[src/rtl/centroid_pkg.sv]
// Shared types for the centroid frame sequencer: FSM state encoding and the
// result record handed downstream.
package centroid_pkg;

    localparam int unsigned CEN_DW = 8;
    localparam int unsigned CEN_CW = 32;

    typedef enum logic [2:0] {
        ST_INIT,
        ST_IDLE,
        ST_ARM,
        ST_SCAN,
        ST_WAIT_DONE,
        ST_OUT
    } state_e;

    // Field widths follow CEN_DW/CEN_CW; the top defaults its parameters to these.
    typedef struct packed {
        logic [CEN_DW-1:0] x;
        logic [CEN_DW-1:0] y;
        logic [CEN_CW-1:0] count;
        logic              empty;
        logic              timeout;
    } result_t;

endpackage

[src/rtl/centroid_coord_gen.sv]
// Raster coordinate generator: x advances per accepted pixel, end-of-line wraps
// x and advances y; both counters saturate instead of wrapping.
module centroid_coord_gen
    import centroid_pkg::*;
#(
    parameter int unsigned DATA_WIDTH = CEN_DW
) (
    input  logic                  clk,
    input  logic                  rst_n,
    input  logic                  clear_i,
    input  logic                  step_i,
    input  logic                  eol_i,
    input  logic                  eof_i,
    output logic [DATA_WIDTH-1:0] x_o,
    output logic [DATA_WIDTH-1:0] y_o
);

    logic [DATA_WIDTH-1:0] x_q, x_d;
    logic [DATA_WIDTH-1:0] y_q, y_d;

    always_comb begin
        x_d = x_q;
        y_d = y_q;
        if (clear_i) begin
            x_d = '0;
            y_d = '0;
        end else if (step_i && !eof_i) begin
            // End of frame wins over end of line; coordinates are re-armed anyway.
            if (eol_i) begin
                x_d = '0;
                if (y_q != '1) y_d = y_q + DATA_WIDTH'(1);
            end else if (x_q != '1) begin
                x_d = x_q + DATA_WIDTH'(1);
            end
        end
    end

    always_ff @(posedge clk or negedge rst_n) begin
        if (!rst_n) begin
            x_q <= '0;
            y_q <= '0;
        end else begin
            x_q <= x_d;
            y_q <= y_d;
        end
    end

    assign x_o = x_q;
    assign y_o = y_q;

endmodule

[src/rtl/centroid_frame_ctrl.sv]
// Frame sequencer for the centroid engine: forwards foreground pixel
// coordinates, closes the frame, waits for the engine and returns its result.
module centroid_frame_ctrl
    import centroid_pkg::*;
#(
    parameter int unsigned DATA_WIDTH     = CEN_DW,
    parameter int unsigned COUNT_WIDTH    = CEN_CW,
    parameter int unsigned MIN_COUNT      = 1,
    parameter int unsigned TIMEOUT_CYCLES = 64
) (
    input  logic                   clk,
    input  logic                   rst_n,
    input  logic                   frame_start,
    input  logic                   pix_valid,
    input  logic                   pix_mask,
    input  logic                   pix_eol,
    input  logic                   pix_eof,
    output logic                   frame_busy,
    output logic                   pix_drop,
    output logic [DATA_WIDTH-1:0]  cen_x,
    output logic [DATA_WIDTH-1:0]  cen_y,
    output logic                   cen_enable,
    output logic                   cen_end,
    input  logic [DATA_WIDTH-1:0]  cen_res_x,
    input  logic [DATA_WIDTH-1:0]  cen_res_y,
    input  logic                   cen_done,
    output logic                   res_valid,
    input  logic                   res_ready,
    output logic [DATA_WIDTH-1:0]  res_x,
    output logic [DATA_WIDTH-1:0]  res_y,
    output logic [COUNT_WIDTH-1:0] res_count,
    output logic                   res_empty,
    output logic                   res_timeout
);

    localparam int unsigned            TW         = $clog2(TIMEOUT_CYCLES + 1);
    localparam logic [TW-1:0]          TIMER_LAST = TW'(TIMEOUT_CYCLES - 1);
    localparam logic [COUNT_WIDTH-1:0] COUNT_MIN  = COUNT_WIDTH'(MIN_COUNT);

    state_e                 state_q, state_d;
    logic                   init_phase_q, init_phase_d;
    logic [COUNT_WIDTH-1:0] count_q, count_d;
    logic [TW-1:0]          timer_q, timer_d;
    logic [DATA_WIDTH-1:0]  cen_x_q, cen_x_d;
    logic [DATA_WIDTH-1:0]  cen_y_q, cen_y_d;
    logic                   cen_enable_q, cen_enable_d;
    logic                   cen_end_q, cen_end_d;
    logic                   pix_drop_q, pix_drop_d;
    logic                   frame_busy_q, frame_busy_d;
    logic                   res_valid_q, res_valid_d;
    result_t                res_q, res_d;

    logic [DATA_WIDTH-1:0]  x_cur, y_cur;
    logic                   coord_clear, coord_step, frame_empty;

    assign coord_clear = (state_q == ST_ARM);
    assign coord_step  = (state_q == ST_SCAN) && pix_valid;
    assign frame_empty = (count_q < COUNT_MIN);

    centroid_coord_gen #(
        .DATA_WIDTH(DATA_WIDTH)
    ) u_coord (
        .clk     (clk),
        .rst_n   (rst_n),
        .clear_i (coord_clear),
        .step_i  (coord_step),
        .eol_i   (pix_eol),
        .eof_i   (pix_eof),
        .x_o     (x_cur),
        .y_o     (y_cur)
    );

    always_ff @(posedge clk or negedge rst_n) begin
        if (!rst_n) state_q <= ST_INIT;
        else        state_q <= state_d;
    end

    always_comb begin
        state_d      = state_q;
        init_phase_d = init_phase_q;
        count_d      = count_q;
        timer_d      = timer_q;
        cen_x_d      = cen_x_q;
        cen_y_d      = cen_y_q;
        cen_enable_d = 1'b0;
        cen_end_d    = 1'b0;
        res_d        = res_q;
        res_valid_d  = res_valid_q;
        pix_drop_d   = pix_valid && (state_q != ST_SCAN);

        case (state_q)
            ST_INIT: begin
                // A lone data_end parks an engine that a reset caught mid-frame.
                cen_x_d = '0;
                cen_y_d = '0;
                if (!init_phase_q) begin
                    cen_end_d    = 1'b1;
                    init_phase_d = 1'b1;
                end else begin
                    init_phase_d = 1'b0;
                    state_d      = ST_IDLE;
                end
            end
            ST_IDLE: begin
                if (frame_start) state_d = ST_ARM;
            end
            ST_ARM: begin
                cen_enable_d = 1'b1;
                cen_x_d      = '0;
                cen_y_d      = '0;
                count_d      = '0;
                state_d      = ST_SCAN;
            end
            ST_SCAN: begin
                if (pix_valid) begin
                    cen_enable_d = pix_mask;
                    cen_end_d    = pix_eof;
                    cen_x_d      = x_cur;
                    cen_y_d      = y_cur;
                    if (pix_mask && (count_q != '1)) count_d = count_q + COUNT_WIDTH'(1);
                    if (pix_eof) begin
                        timer_d = '0;
                        state_d = ST_WAIT_DONE;
                    end
                end
            end
            ST_WAIT_DONE: begin
                timer_d = timer_q + TW'(1);
                // timer_q == 0 masks a done level left over from the previous frame.
                if (cen_done && (timer_q != '0)) begin
                    res_d.x       = frame_empty ? '0 : cen_res_x;
                    res_d.y       = frame_empty ? '0 : cen_res_y;
                    res_d.count   = count_q;
                    res_d.empty   = frame_empty;
                    res_d.timeout = 1'b0;
                    res_valid_d   = 1'b1;
                    state_d       = ST_OUT;
                end else if (timer_q == TIMER_LAST) begin
                    res_d.x       = '0;
                    res_d.y       = '0;
                    res_d.count   = count_q;
                    res_d.empty   = frame_empty;
                    res_d.timeout = 1'b1;
                    res_valid_d   = 1'b1;
                    state_d       = ST_OUT;
                end
            end
            ST_OUT: begin
                if (res_ready) begin
                    res_valid_d = 1'b0;
                    state_d     = ST_IDLE;
                end
            end
            default: begin
                state_d = ST_INIT;
            end
        endcase

        frame_busy_d = (state_d != ST_IDLE);
    end

    always_ff @(posedge clk or negedge rst_n) begin
        if (!rst_n) begin
            init_phase_q <= 1'b0;
            count_q      <= '0;
            timer_q      <= '0;
            cen_x_q      <= '0;
            cen_y_q      <= '0;
            cen_enable_q <= 1'b0;
            cen_end_q    <= 1'b0;
            pix_drop_q   <= 1'b0;
            frame_busy_q <= 1'b0;
            res_valid_q  <= 1'b0;
            res_q        <= '0;
        end else begin
            init_phase_q <= init_phase_d;
            count_q      <= count_d;
            timer_q      <= timer_d;
            cen_x_q      <= cen_x_d;
            cen_y_q      <= cen_y_d;
            cen_enable_q <= cen_enable_d;
            cen_end_q    <= cen_end_d;
            pix_drop_q   <= pix_drop_d;
            frame_busy_q <= frame_busy_d;
            res_valid_q  <= res_valid_d;
            res_q        <= res_d;
        end
    end

    assign frame_busy  = frame_busy_q;
    assign pix_drop    = pix_drop_q;
    assign cen_x       = cen_x_q;
    assign cen_y       = cen_y_q;
    assign cen_enable  = cen_enable_q;
    assign cen_end     = cen_end_q;
    assign res_valid   = res_valid_q;
    assign res_x       = res_q.x;
    assign res_y       = res_q.y;
    assign res_count   = res_q.count;
    assign res_empty   = res_q.empty;
    assign res_timeout = res_q.timeout;

endmodule

[config.mk]
export PLATFORM = sky130hd
export DESIGN_NAME = centroid_frame_ctrl
export DESIGN_NICKNAME = d
export VERILOG_FILES = /design/src/rtl/centroid_pkg.sv /design/src/rtl/centroid_coord_gen.sv /design/src/rtl/centroid_frame_ctrl.sv
export SDC_FILE = /design/constraint.sdc
export NUM_CORES = 1
export LEC_CHECK = 0
export CORE_MARGIN = 2
export CORE_UTILIZATION = 54
export DETAILED_ROUTE_END_ITERATION = 7
export PLACE_DENSITY_LB_ADDON = 0.3
export SETUP_SLACK_MARGIN = 0.3
export SYNTH_ARGS = -nofsm -noshare
export SYNTH_HDL_FRONTEND = slang
export SYNTH_SLANG_ARGS = --single-unit
[constraint.sdc]
create_clock -name clk -period 2.8 [get_ports clk]
set_input_delay 0.28 -clock clk [delete_from_list [all_inputs] [get_ports clk]]
set_output_delay 0.28 -clock clk [all_outputs]
set_load 0.01 [all_outputs]
Yosys cells after proc, flatten, opt, wreduce, memory -nomap -nowiden

Index checks and enable logic that the tools add are counted.

Bits in registers: 130
Input port bits: 25
Output and inout bits: 71
Word-level logic and storage cells: 103

$add $sub $neg: 4
$lt $le $gt $ge: 1
Eq/ne operators: 16
Multiplexer cells: 39
Reductions and logical operators: 25

Operator list:

| kind                                                        | number |
|---|---|
| 2-to-1 mux 50 bit                                           | 2 |
| 2-to-1 mux 8 bit                                            | 12 |
| 2-to-1 mux 32 bit                                           | 2 |
| one-hot mux 32 bit (2 select lines)                         | 1 |
| adder 32 x 1 -> 32 bit, second input constant               | 1 |
| less-than comparator 32 x 1 -> 1 bit, second input constant | 1 |
| != test 32 bit, second input constant                       | 1 |
| one-hot mux 8 bit (2 select lines)                          | 2 |
| 2-to-1 mux 3 bit                                            | 7 |
| one-hot mux 3 bit (6 select lines)                          | 1 |
| adder 8 x 1 -> 8 bit, second input constant                 | 2 |
| != test 8 bit, second input constant                        | 2 |
| nonzero test 2 bit                                          | 8 |
| 2-to-1 mux 7 bit                                            | 2 |
| one-hot mux 7 bit (2 select lines)                          | 1 |
| AND reduction 3 bit                                         | 4 |
| adder 7 x 1 -> 7 bit, second input constant                 | 1 |
| == test 7 x 6 -> 1 bit, second input constant               | 1 |
| nonzero test 7 bit                                          | 1 |
| == test 3 x 2 -> 1 bit, second input constant               | 2 |
| == test 3 bit, second input constant                        | 2 |
| 2-to-1 mux 1 bit                                            | 6 |
| != test 2 bit, second input constant                        | 3 |
| one-hot mux 1 bit (2 select lines)                          | 3 |
| 11 further kinds                                            | 17 |

Longest topological paths before layout

Depth in word-level cells: 5
Mapped depth: 9
Depth with buffers taken out: 7

By module

A second synthesis with hierarchy kept.

Cell total of the unflattened synthesis: 590
Area total of the unflattened synthesis: 6177.2 sq um

Modules (own cells, without submodules):

| module              | instances | cells an instance | area an instance (sq um) | seq. area each (sq um) |
|---|---|---|---|---|
| centroid_frame_ctrl | 1         | 495               | 5260.0                   | 2852.7 |
| centroid_coord_gen  | 1         | 95                | 917.1                    | 400.4 |

Worst setup path before layout

No wires, ideal clock.

Path kind: flip-flop to flip-flop
Start: register timer_q[0]
End: register res_q, in the netlist res_count[4]
Library setup time: 125 ps
Arrival time: 2012 ps
Required time: 2675 ps
Path slack: 663 ps
Cell stages (with the launch flop): 8
Period minus slack after synthesis: 2137 ps
Cells stage by stage: dfrtp_1 -> inv_1 -> ha_1 -> or4b_1 -> o311ai_2 -> o31a_1 -> buf_4 -> mux2_2

Word-level cells in the longest chain between the ends: 4
Elaborated cells on any way between the ends: 6
Those cells by class: eq/ne (1); mux (1); reduce/logical (4)

RTL lines:

| what                                 | RTL line                   | text |
|---|---|---|
| start, declared                      | centroid_frame_ctrl.sv:43  | `logic [TW-1:0] timer_q, timer_d;` |
| start signal, assigned               | centroid_frame_ctrl.sv:178 | `timer_q <= timer_d;` |
| nonzero test 7 bit                   | centroid_frame_ctrl.sv:130 | `if (cen_done && (timer_q != '0)) begin` |
| logical AND 1 bit                    | centroid_frame_ctrl.sv:130 |  |
| nonzero test 2 bit (no source line)  | n/a                        |  |
| AND reduction 2 bit (no source line) | n/a                        |  |
| end signal, assigned                 | centroid_frame_ctrl.sv:186 | `res_q <= res_d;` |
| end, declared                        | centroid_frame_ctrl.sv:51  | `result_t res_q, res_d;` |

Several ways; a longest one is shown, not always the timed one.
A chain may end at the register's enable or synchronous reset.

Worst setup path in the final report

Start: register count_q[0]
End: register res_q, in the netlist res_x[0]

Word-level cells in the longest chain between the ends: 3

RTL lines:

| what                                 | RTL line                   | text |
|---|---|---|
| start, declared                      | centroid_frame_ctrl.sv:42  | `logic [COUNT_WIDTH-1:0] count_q, count_d;` |
| start signal, assigned               | centroid_frame_ctrl.sv:177 | `count_q <= count_d;` |
| less-than comparator 32 x 1 -> 1 bit | centroid_frame_ctrl.sv:58  | `assign frame_empty = (count_q < COUNT_MIN);` |
| 2-to-1 mux 8 bit                     | centroid_frame_ctrl.sv:131 | `res_d.x = frame_empty ? '0 : cen_res_x;` |
| 2-to-1 mux 50 bit                    | centroid_frame_ctrl.sv:130 |  |

No other way between the ends.

==> impl_results.md <==
- Unique masters post-synth: 59
- Syn Area/Cell: 10.2 µm²
- CTS Buffer Depth: 2
- Routability cong.: 0.934
- Critical path launch point type: register
- Area grow syn2layout: 28.4%
- Worst Path Required: 3140 ps
- CP arrival: 2700 ps
- CP endpoint kind: register
- Total gr overflow: 0
- Rows: 39
- Pint: 4.67 mW
- PortBufs: 95
- First drt pass iteration count: 4
- Clock Tree Root: clkbuf_16
- Initial Util: 54.8%
- Max Freq: 424 MHz
- Syn Nets: 636
- Antenna Cells: 0
- Post-layout util: 70.4%
- Maximum VDD drop: 0.648 mV
- DRC viols: 0
- Leak: 3.54 nW
- Drt total wl: 15,300 µm
- Detailed-route via count: 5,316
- Share of layout cells above drive strength 1: 12.0%
- Initial antenna violation count: 0
- Syn Inst Count: 605
- Drt wl/cell: 17.6 µm
- Sequential Power Share: 36.9%
- Rel. slew slack: 26.3%
- Status: finished, final reports clean
- Largest net degree at the start of global routing: 52
- Final period util: 84.2%
- Mapped cell area: 6180 µm²
- Clk network pwr share: 31.0%
- Num CTS Buffers: 17
- Die H: 111 µm
- Seq cells post-synth: 130
- Seq/Total Area, Yosys: 52.7%
- Critical Path Max Stage Delay: 840 ps
- TritonCTS clock tree: done
- Total Routing Usage GR: 25.6%
- Placed cell area: 7340 µm²
- CTS Sinks: 130
- WL met3: 927 µm
- CTS clk-pin slew, worst paths: 50 ps
- Non-Filler Instances: 867
- Final Setup Violations: 0
- Die area: 12,300 µm²
- Worst slew pin tran: 1100 ps
- Synth Flop Type: dfrtp_1
- Worst skew pair latency: 420 ps
- Crit-path most repeated cell: nor2_1
- Fin. Hold Viols: 0
- Clock Skew: 10.4 ps
- Post-DR vias/cell: 6.13
- Yosys warns: 0
- Async SR Flop Fraction: 100%
- Kind of critical path: register to register
- Wl on met1: 6510 µm
- Nets: 742
- Unrepaired setup endpoints after global routing: no
- Crit-path cells: inv_1 > ha_1 > nor4b_1 > nand4_1 > nor2_1 > nor2_1 > a22o_1
- Logic gate share of total power: 32.0%
- Crit path time final: 2360 ps
- Post-synth EDFFs: 0
- Worst hold path type: input pin to async pin
- Net switching power: 2.35 mW
- WHS: 435 ps
- # Max-Cap Violations: 0
- CTS H-tree depth: 4
- Setup TNS Final: 0 ps
- Final ANT Viol Nets: 0
- Switching share of power: 33.5%
- Post-DP HPWL: 10,400 µm
- Max-slew violations: 0
- WL met2: 7460 µm
- Setup Buffers After CTS: 0
- Die width: 111 µm
- Detailed Route Iter0 Violations: 323
- Placed insts: 834
- Top Metal Used: met4
- Power Density: 885 nW/µm²
- IO Pins: 96
- CP max FO: 16
- CP max stage cell: nor2_1
- Fin area: 7930 µm²
- Floorplan core area: 11,300 µm²
- Number of global-route vias before repair: 5,338
- Global-route wire length before repair: 25,700 µm
[sequential cells by signal (all words and copies together), names as in the netlist]
| signal | flops |
|---|---|
| u_coord.y_o | 8 |
| frame_busy | 1 |
| timer_q | 7 |
| res_count | 32 |
| res_valid | 1 |
| u_coord.x_o | 8 |
| res_y | 8 |
| count_q | 32 |
| res_empty | 1 |
| cen_y | 8 |
| res_x | 8 |
| res_timeout | 1 |
| pix_drop | 1 |
| cen_enable | 1 |
| init_phase_q | 1 |
| state_q | 3 |
| cen_x | 8 |
| cen_end | 1 |
[critical path: cells and delay by family (launching register included)]
kind	cells	cell delay, ps
AOI/OAI and AO/OA	1	260
adders and majority gates	1	240
DFF	1	440
and+or+nand+nor	4	1250
buffers and inverters	1	90
[power by group through the flow]
stage	logic (mW)	clock network, mW	registers [mW]
2_1_floorplan	1.15	0	2.65
3_3_place_gp	2.17	0	2.60
6_report	2.25	2.18	2.59
5_1_grt	2.45	2.29	2.64
4_1_cts	2.25	2.21	2.59
3_5_place_dp	2.23	0	2.62
[layer usage]
metal	up-vias	track usage (%)
li1	2438	-
met1	2629	33.6
met2	218	40.1
met3	31	6.40
met4	0	12.4
met5	-	0
[final timing paths]
path / slack (ps) / startpoint / end / cells past startpoint
worst max-delay path: 440 / count_q[0] / res_x[0] / 7
worst min-delay path: 440 / rst_n / res_count[14] / 2
worst max register to register: 440 / count_q[0] / res_x[0] / 7
worst min register to register: 470 / cen_x[5] / cen_x[5] / 2
max in group asynchronous: 1640 / rst_n / count_q[24] / 3
min in group clk: 470 / cen_x[5] / cen_x[5] / 2
[cell families after synthesis]
group	count (synthesis)	synth area share, %
AO/OA/AOI/OAI	139	15.2
flip-flops	130	52.7
AND/OR/NAND/NOR	241	20.1
multiplexers	30	5.41
buffers and inverters	45	3.42
XOR/XNOR	14	1.99
adder cells (fa/ha/maj)	6	1.22
[what timing repair did]
action | 4_1_cts | 5_1_grt
resized for setup | 0 | 2
hold endpoints to repair | 48 | 0
setup endpoints to repair | 0 | 25
hold buffers | 1 | 0
[cells in the mapped netlist, types with 3 or more instances]
cell type	number	area, µm²
nand3b_1	3	22.5
inv_1	14	52.6
nor2_1	41	154
xor2_1	9	78.8
mux2_1	8	90.1
dfrtp_1	130	3250
o211ai_1	5	37.5
buf_4	4	30.0
clkbuf_1	14	52.6
o21ai_0	33	165
o21ai_1	7	35.0
mux2i_1	3	30.0
or3_1	7	43.8
a31oi_1	14	87.6
buf_2	9	45.0
o41ai_1	6	52.6
nor3_1	11	55.1
mux2_2	19	214
nand2b_1	4	25.0
o31ai_1	23	173
nand4_1	14	87.6
and3_1	10	62.6
o311ai_0	4	35.0
a21oi_1	15	75.1
nor4_2	3	37.5
nand2_1	79	297
ha_1	6	75.1
a22o_1	16	140
nor4_1	12	75.1
xnor2_1	5	43.8
a21o_1	4	30.0
and2_1	3	18.8
and4_1	4	35.0
nand3_1	35	175
[final cells by class]
type | instances | area (µm²)
tap | 143 | 179
multi-input combinational | 430 | 2720
clock buffer | 21 | 440
sequential | 130 | 3250
timing repair buffer | 118 | 1150
inverter | 14 | 52.6
clock inverter | 11 | 138
fill | 832 | 3340
[per-stage QoR]
stage	power [mW]	worst slack [ps]
after floorplan	3.80	663
after global placement	4.76	464
after detailed placement	4.85	405
after CTS	7.05	387
after global routing	7.37	312
final	7.02	443
[layout by cell type, fill, tap and decap left out, types with 5 or more instances in the layout]
cell type and instances:
or3_1 7, clkbuf_16 17, clkinv_2 5, inv_1 14
buf_4 20, mux2_2 19, nand4_1 14, a21oi_1 15
o31ai_1 23, mux2_1 8, o211ai_1 5, a31oi_1 14
dfrtp_1 130, xnor2_1 5, a22o_1 16, o21ai_0 33
nand3_1 35, nor2_1 41, nor4_1 12, and3_1 9
nand2_1 79, o21ai_1 7, o41ai_1 6, clkdlybuf4s50_1 94
nor3_1 11, ha_1 6, xor2_1 9
Note: power is estimated with default switching activity, not from simulation.
